`src/rtl/race_sequencer.sv`:
```
// race_sequencer
//   Game-flow controller for the racer: TITLE -> COUNTDOWN -> RACE <-> PAUSE,
//   RACE -> CRASH -> TITLE. Owns lane, speed and distance score, and drives
//   the renderer scroll enable.
//
//   state     | meaning
//   ----------+------------------------------------------------------
//   S_TITLE   | idle title screen, waiting for SPACE
//   S_COUNT   | countdown digit shown, steps every FRAMES_SEC ticks
//   S_RACE    | racing: keys steer/accelerate, ticks add distance
//   S_PAUSE   | everything frozen until SPACE or ESC
//   S_CRASH   | crashed, waits CRASH_FRAMES ticks then back to title
//
// Ports
//   CLK, rst        clock, synchronous active-high reset
//   key_valid/code  decoded key strobe and code (1..6 meaningful)
//   frame_tick      one-cycle strobe per video frame
//   collision       level, car overlaps an obstacle
//   game_state      0 TITLE, 1 COUNTDOWN, 2 RACE, 3 PAUSE, 4 CRASH
//   countdown       digit shown during COUNTDOWN, else 0
//   lane, speed     player lane and speed
//   score           distance, saturating at 16'hFFFF
//   run             high only in RACE
module race_sequencer #(
  parameter int LANES        = 3,
  parameter int SPEED_MAX    = 9,
  parameter int COUNT_START  = 3,
  parameter int FRAMES_SEC   = 60,
  parameter int CRASH_FRAMES = 120
) (
  input  logic        CLK,
  input  logic        rst,
  input  logic        key_valid,
  input  logic [2:0]  key_code,
  input  logic        frame_tick,
  input  logic        collision,
  output logic [2:0]  game_state,
  output logic [1:0]  countdown,
  output logic [1:0]  lane,
  output logic [3:0]  speed,
  output logic [15:0] score,
  output logic        run
);

  localparam int CNT_MAX = (FRAMES_SEC > CRASH_FRAMES) ? FRAMES_SEC : CRASH_FRAMES;
  localparam int CW      = $clog2(CNT_MAX);

  localparam logic [1:0]    LANE_INIT = 2'(LANES / 2);
  localparam logic [1:0]    LANE_LAST = 2'(LANES - 1);
  localparam logic [3:0]    SPEED_TOP = 4'(SPEED_MAX);
  localparam logic [1:0]    CD_INIT   = 2'(COUNT_START);
  localparam logic [CW-1:0] FS_LAST   = CW'(FRAMES_SEC - 1);
  localparam logic [CW-1:0] CR_LAST   = CW'(CRASH_FRAMES - 1);

  localparam logic [2:0] K_LEFT  = 3'd1;
  localparam logic [2:0] K_RIGHT = 3'd2;
  localparam logic [2:0] K_UP    = 3'd3;
  localparam logic [2:0] K_DOWN  = 3'd4;
  localparam logic [2:0] K_SPACE = 3'd5;
  localparam logic [2:0] K_ESC   = 3'd6;

  typedef enum logic [2:0] {
    S_TITLE = 3'd0,
    S_COUNT = 3'd1,
    S_RACE  = 3'd2,
    S_PAUSE = 3'd3,
    S_CRASH = 3'd4
  } state_t;

  state_t        state_q;
  logic [CW-1:0] fcnt_q;
  logic [1:0]    countdown_q;
  logic [1:0]    lane_q;
  logic [3:0]    speed_q;
  logic [15:0]   score_q;
  logic          run_q;

  // Without a valid strobe the code is treated as "no key".
  logic [2:0]  key_d;
  logic [16:0] score_sum_d;
  logic [15:0] score_d;

  assign key_d       = key_valid ? key_code : 3'd0;
  assign score_sum_d = {1'b0, score_q} + {13'd0, speed_q};
  assign score_d     = score_sum_d[16] ? 16'hFFFF : score_sum_d[15:0];

  always_ff @(posedge CLK) begin
    if (rst) begin
      state_q     <= S_TITLE;
      fcnt_q      <= '0;
      countdown_q <= 2'd0;
      lane_q      <= LANE_INIT;
      speed_q     <= 4'd0;
      score_q     <= 16'd0;
      run_q       <= 1'b0;
    end else begin
      case (state_q)
        S_TITLE: begin
          if (key_d == K_SPACE) begin
            state_q     <= S_COUNT;
            countdown_q <= CD_INIT;
            fcnt_q      <= '0;
            lane_q      <= LANE_INIT;
            speed_q     <= 4'd0;
            score_q     <= 16'd0;
          end
        end
        S_COUNT: begin
          if (key_d == K_ESC) begin
            state_q     <= S_TITLE;
            countdown_q <= 2'd0;
          end else if (frame_tick) begin
            if (fcnt_q == FS_LAST) begin
              fcnt_q <= '0;
              if (countdown_q == 2'd1) begin
                state_q     <= S_RACE;
                countdown_q <= 2'd0;
                run_q       <= 1'b1;
              end else begin
                countdown_q <= countdown_q - 2'd1;
              end
            end else begin
              fcnt_q <= fcnt_q + 1'b1;
            end
          end
        end
        S_RACE: begin
          // Distance uses the speed from before any key in this cycle.
          if (frame_tick) score_q <= score_d;
          if (collision) begin
            state_q <= S_CRASH;
            speed_q <= 4'd0;
            fcnt_q  <= '0;
            run_q   <= 1'b0;
          end else begin
            case (key_d)
              K_LEFT:  if (lane_q != 2'd0)     lane_q  <= lane_q - 2'd1;
              K_RIGHT: if (lane_q < LANE_LAST) lane_q  <= lane_q + 2'd1;
              K_UP:    if (speed_q < SPEED_TOP) speed_q <= speed_q + 4'd1;
              K_DOWN:  if (speed_q != 4'd0)    speed_q <= speed_q - 4'd1;
              K_SPACE: begin
                state_q <= S_PAUSE;
                run_q   <= 1'b0;
              end
              K_ESC: begin
                state_q <= S_TITLE;
                run_q   <= 1'b0;
              end
              default: ;
            endcase
          end
        end
        S_PAUSE: begin
          if (key_d == K_SPACE) begin
            state_q <= S_RACE;
            run_q   <= 1'b1;
          end else if (key_d == K_ESC) begin
            state_q <= S_TITLE;
          end
        end
        S_CRASH: begin
          if (frame_tick) begin
            if (fcnt_q == CR_LAST) begin
              state_q <= S_TITLE;
              fcnt_q  <= '0;
            end else begin
              fcnt_q <= fcnt_q + 1'b1;
            end
          end
        end
        default: begin
          state_q     <= S_TITLE;
          countdown_q <= 2'd0;
          run_q       <= 1'b0;
        end
      endcase
    end
  end

  assign game_state = state_q;
  assign countdown  = countdown_q;
  assign lane       = lane_q;
  assign speed      = speed_q;
  assign score      = score_q;
  assign run        = run_q;

endmodule

```
`config.mk`:
```
export PLATFORM = sky130hd
export DESIGN_NAME = race_sequencer
export DESIGN_NICKNAME = d
export VERILOG_FILES = /design/src/rtl/race_sequencer.sv
export SDC_FILE = /design/constraint.sdc
export NUM_CORES = 1
export LEC_CHECK = 0
export CAP_MARGIN = 20
export CORE_ASPECT_RATIO = 0.8
export CORE_MARGIN = 3
export CORE_UTILIZATION = 55
export DETAILED_ROUTE_END_ITERATION = 6
export HOLD_SLACK_MARGIN = 0.05
export PLACE_DENSITY_LB_ADDON = 0.08
export SLEW_MARGIN = 20
export SYNTH_ARGS = -nofsm -noshare
export SYNTH_HDL_FRONTEND = slang
export SYNTH_SLANG_ARGS = --single-unit
```
`constraint.sdc`:
```
create_clock -name CLK -period 2.87 [get_ports CLK]
set_input_delay 0.574 -clock CLK [delete_from_list [all_inputs] [get_ports CLK]]
set_output_delay 0.574 -clock CLK [all_outputs]
set_load 0.02 [all_outputs]
```
==> summary.md <==
* completed — run status
* 415 microns — met3 routed WL
* 7.69 ps — clock tree skew after final layout
* 2429 — via count of the first global-routing pass
* primary input — launching element type of the critical path
* 388 ps — Worst Slack Setup Final
* 0 — total of cells resized after clock tree synthesis
* score[0] — Hold Path Origin
* 2480 ps — time the final worst path needs with I/O delays and setup
* 1.11 nW — static leakage
* dfxtp_1 — area leader, netlist
* 701 ps — slew at the pin closest to its max-slew limit
* dfxtp_1, clkdlybuf4s50_1, nand2_1, o21ai_0, a21oi_1 — top library cells by usage in the layout, fill and taps aside
* 0.817 mW — internal power contribution
* 7.30% — share of cells above drive strength 1
* 30.7% — portion of total power attributed to the clock network
* 6800 microns — Detailed Route WL
* 2560 sq um — post-synthesis cell area
* 53.3% — relative max-transition margin
* 2 — Longest Clk Path Bufs
* 82.4 microns — die width
* 2 — instance count along the most critical hold path
* 3040 microns — met2 routed WL
* speed[0] — startpoint of the worst-slack reg-to-reg timing path
* 70.4% — post-route core utilization
* 0.402 mW — switching power summed over all nets
* 35 — CTS sink cnt
* 374 — Filler cells
* 10 — largest driver fanout on the critical path
* 4340 sq um — core footprint
* 0 ps — setup TNS
* 3290 microns — wire length the detailed router placed on met1
* 5 — DRT Pass-1 Iters
* score[0] — WHS Endpoint
* 43.5% — power share of the sequential group
* 0 — setup violators final
* score[7] — destination of the worst register-to-register timing path
* 7 — number of cell instances on the worst register-to-register path
* 7.57 sq um — average instance area after synthesis
* 0 — cts-stage hold buffer count
* reg -> reg — class of the tightest hold or removal check
* 0 — setup repair bufs after CTS
* 0 — count of pins over their slew limit
* 26.3% — total global-route track usage
* 640 ps — worst-case register-to-register setup slack
* clkbuf_8 — clock tree root driver cell
* 4780 microns — half-perimeter wire length after detailed placement
* 420 — number of placed instances with taps included
* 2960 sq um — DP Area
* 0% — async set-reset flop share out of synthesis
* 86.5% — final cycle utilization of the critical path
* 2 — number of H-tree levels
* 11500 microns — global-route wire length before repair
* 427 — number of cells in the finished layout apart from fillers
* 5 — clock buffers created by TritonCTS
* 0 — initial antenna violation count
* 27.3% — proportion of synthesized chip area in sequential cells
* 59.2% — initial cell density of the core
* 3050 sq um — Post-Layout Inst Area
* 35 — synthesis-stage register bit count
* 0 — Hold Fails Final Rpt
* 0 — ANT nets after route
* built — TritonCTS clock tree
* 57 — post-synthesis cell type count
* 35 — Buffers on Ports
* 0.246 mV — highest ir drop seen on vdd
* register — Worst setup EP type
* 399 nW/um^2 — Pwr Density
* 0 — grt total ovfl
* 0 — Post-synth EDFFs
* 25.9% — combinational power share
* 70 ps — clock slew at reported path FFs
* 36 — total I/O pin count
* 356 — Synth Net Count
* 0 — Post-route DRC
* 5520 sq um — area enclosed by the die boundary
* 0.403 GHz — achievable clock frequency
* 21 — Site Rows
* 339 — Synth Instances
* 6.44 — Via density
* 387 — NumNets Final
* 0 — number of warning messages in the yosys log
* 468 ps — Hold Worst Slack
* 201 — violation count after the first detailed-route iteration
* -6.47 ps — Setup Slack @ Placement
* 0.896 — last weighted congestion value of the routability-driven placer
* 15.9 microns — per-cell routed wire length
* dfxtp_1, a21oi_1, o21ai_0 — top post-synthesis cells by area
* 19.1% — area added between synthesis and finish
* 2690 ps — arrival time worst endpoint
* 290 ps — latest clock arrival within the worst-skew pair
* 3080 ps — required time at the worst-slack endpoint
* 0 — antenna diode count
* 67.1 microns — Die Height
* 27.3% — top-area cell type share of the netlist area
* dfxtp_1 — Top FF cell, synth
* 33.0% — net switching share of the total power
* no — unrepaired setup endpoints after global routing
* in -> reg — Worst Setup Path Type
* 1.22 mW — total power after layout
* met4 — highest metal layer used by the detailed router
* 36 — largest net degree at the start of global routing
* 2750 — total number of vias
* 0 — Max-cap violations
cells in the mapped netlist (8+ instances only):
cell      instances
a21oi_1          25
inv_1            12
clkbuf_1         13
nor2_1           20
nand4b_1          8
nand3_1          15
nand4_1           9
a31oi_1          11
o21ai_0          25
nand2_1          31
nand2b_1          9
ha_1              8
dfxtp_1          35
nor3_1           11
how the worst max path moves through the flow:
stage	startpoint	endpoint	slack, ps	cells after the start
2_1_floorplan	speed[0]	score[7]	730	8
3_3_place_gp	key_code[2]	score[10]	190	6
3_5_place_dp	key_code[2]	score[10]	-6	6
4_1_cts	key_code[2]	score[10]	280	6
5_1_grt	key_code[2]	speed[3]	300	9
6_report	key_code[2]	speed[1]	390	8
cell families after synthesis:
logic type      count (synthesis)  share of synthesized area, %
flops                          35                          27.3
simple gates                  146                          32.3
xor+xnor                        5                          1.71
buf+inv                        36                          6.49
mux                             2                         0.781
compound gates                105                          26.3
fa+ha+maj                      10                          5.07
critical path, cell delays in order:
cell and delay (ps):
clkdlybuf4s50_1 650, nor4bb_1 360, buf_4 210, xor2_1 70, ha_1 290, nand3_1 60, or3_1 310, a21oi_1 170
power by group through the flow:
stage / combinational, mW / sequential [mW] / clock (mW)
2_1_floorplan: 0.208 / 0.542 / 0
3_3_place_gp: 0.301 / 0.541 / 0
3_5_place_dp: 0.307 / 0.540 / 0
4_1_cts: 0.310 / 0.529 / 0.383
5_1_grt: 0.347 / 0.534 / 0.398
6_report: 0.315 / 0.530 / 0.374
registers in the layout, summed over array words and instances, names as in the netlist:
name	flops
speed	4
fcnt_q	7
score	16
lane	2
run	1
game_state	3
countdown	2
area by class of cell:
type	instances	area (sq um)	area share [%]
Clock buffer	6	82.6	2.70
Clock inverter	1	5.00	0.164
Inverter	12	45.0	1.47
Multi-Input combinational cell	268	1700	55.7
Sequential cell	35	701	22.9
Tap cell	57	71.3	2.34
Timing Repair Buffer	48	448	14.7
per-layer routing:
metal,vias up,track usage [%]
met3,6,4.32
met1,1291,36.9
met5,-,0
met2,106,40.8
met4,0,8.09
li1,1347,-
No activity file was read; power rests on OpenSTA's default activity.
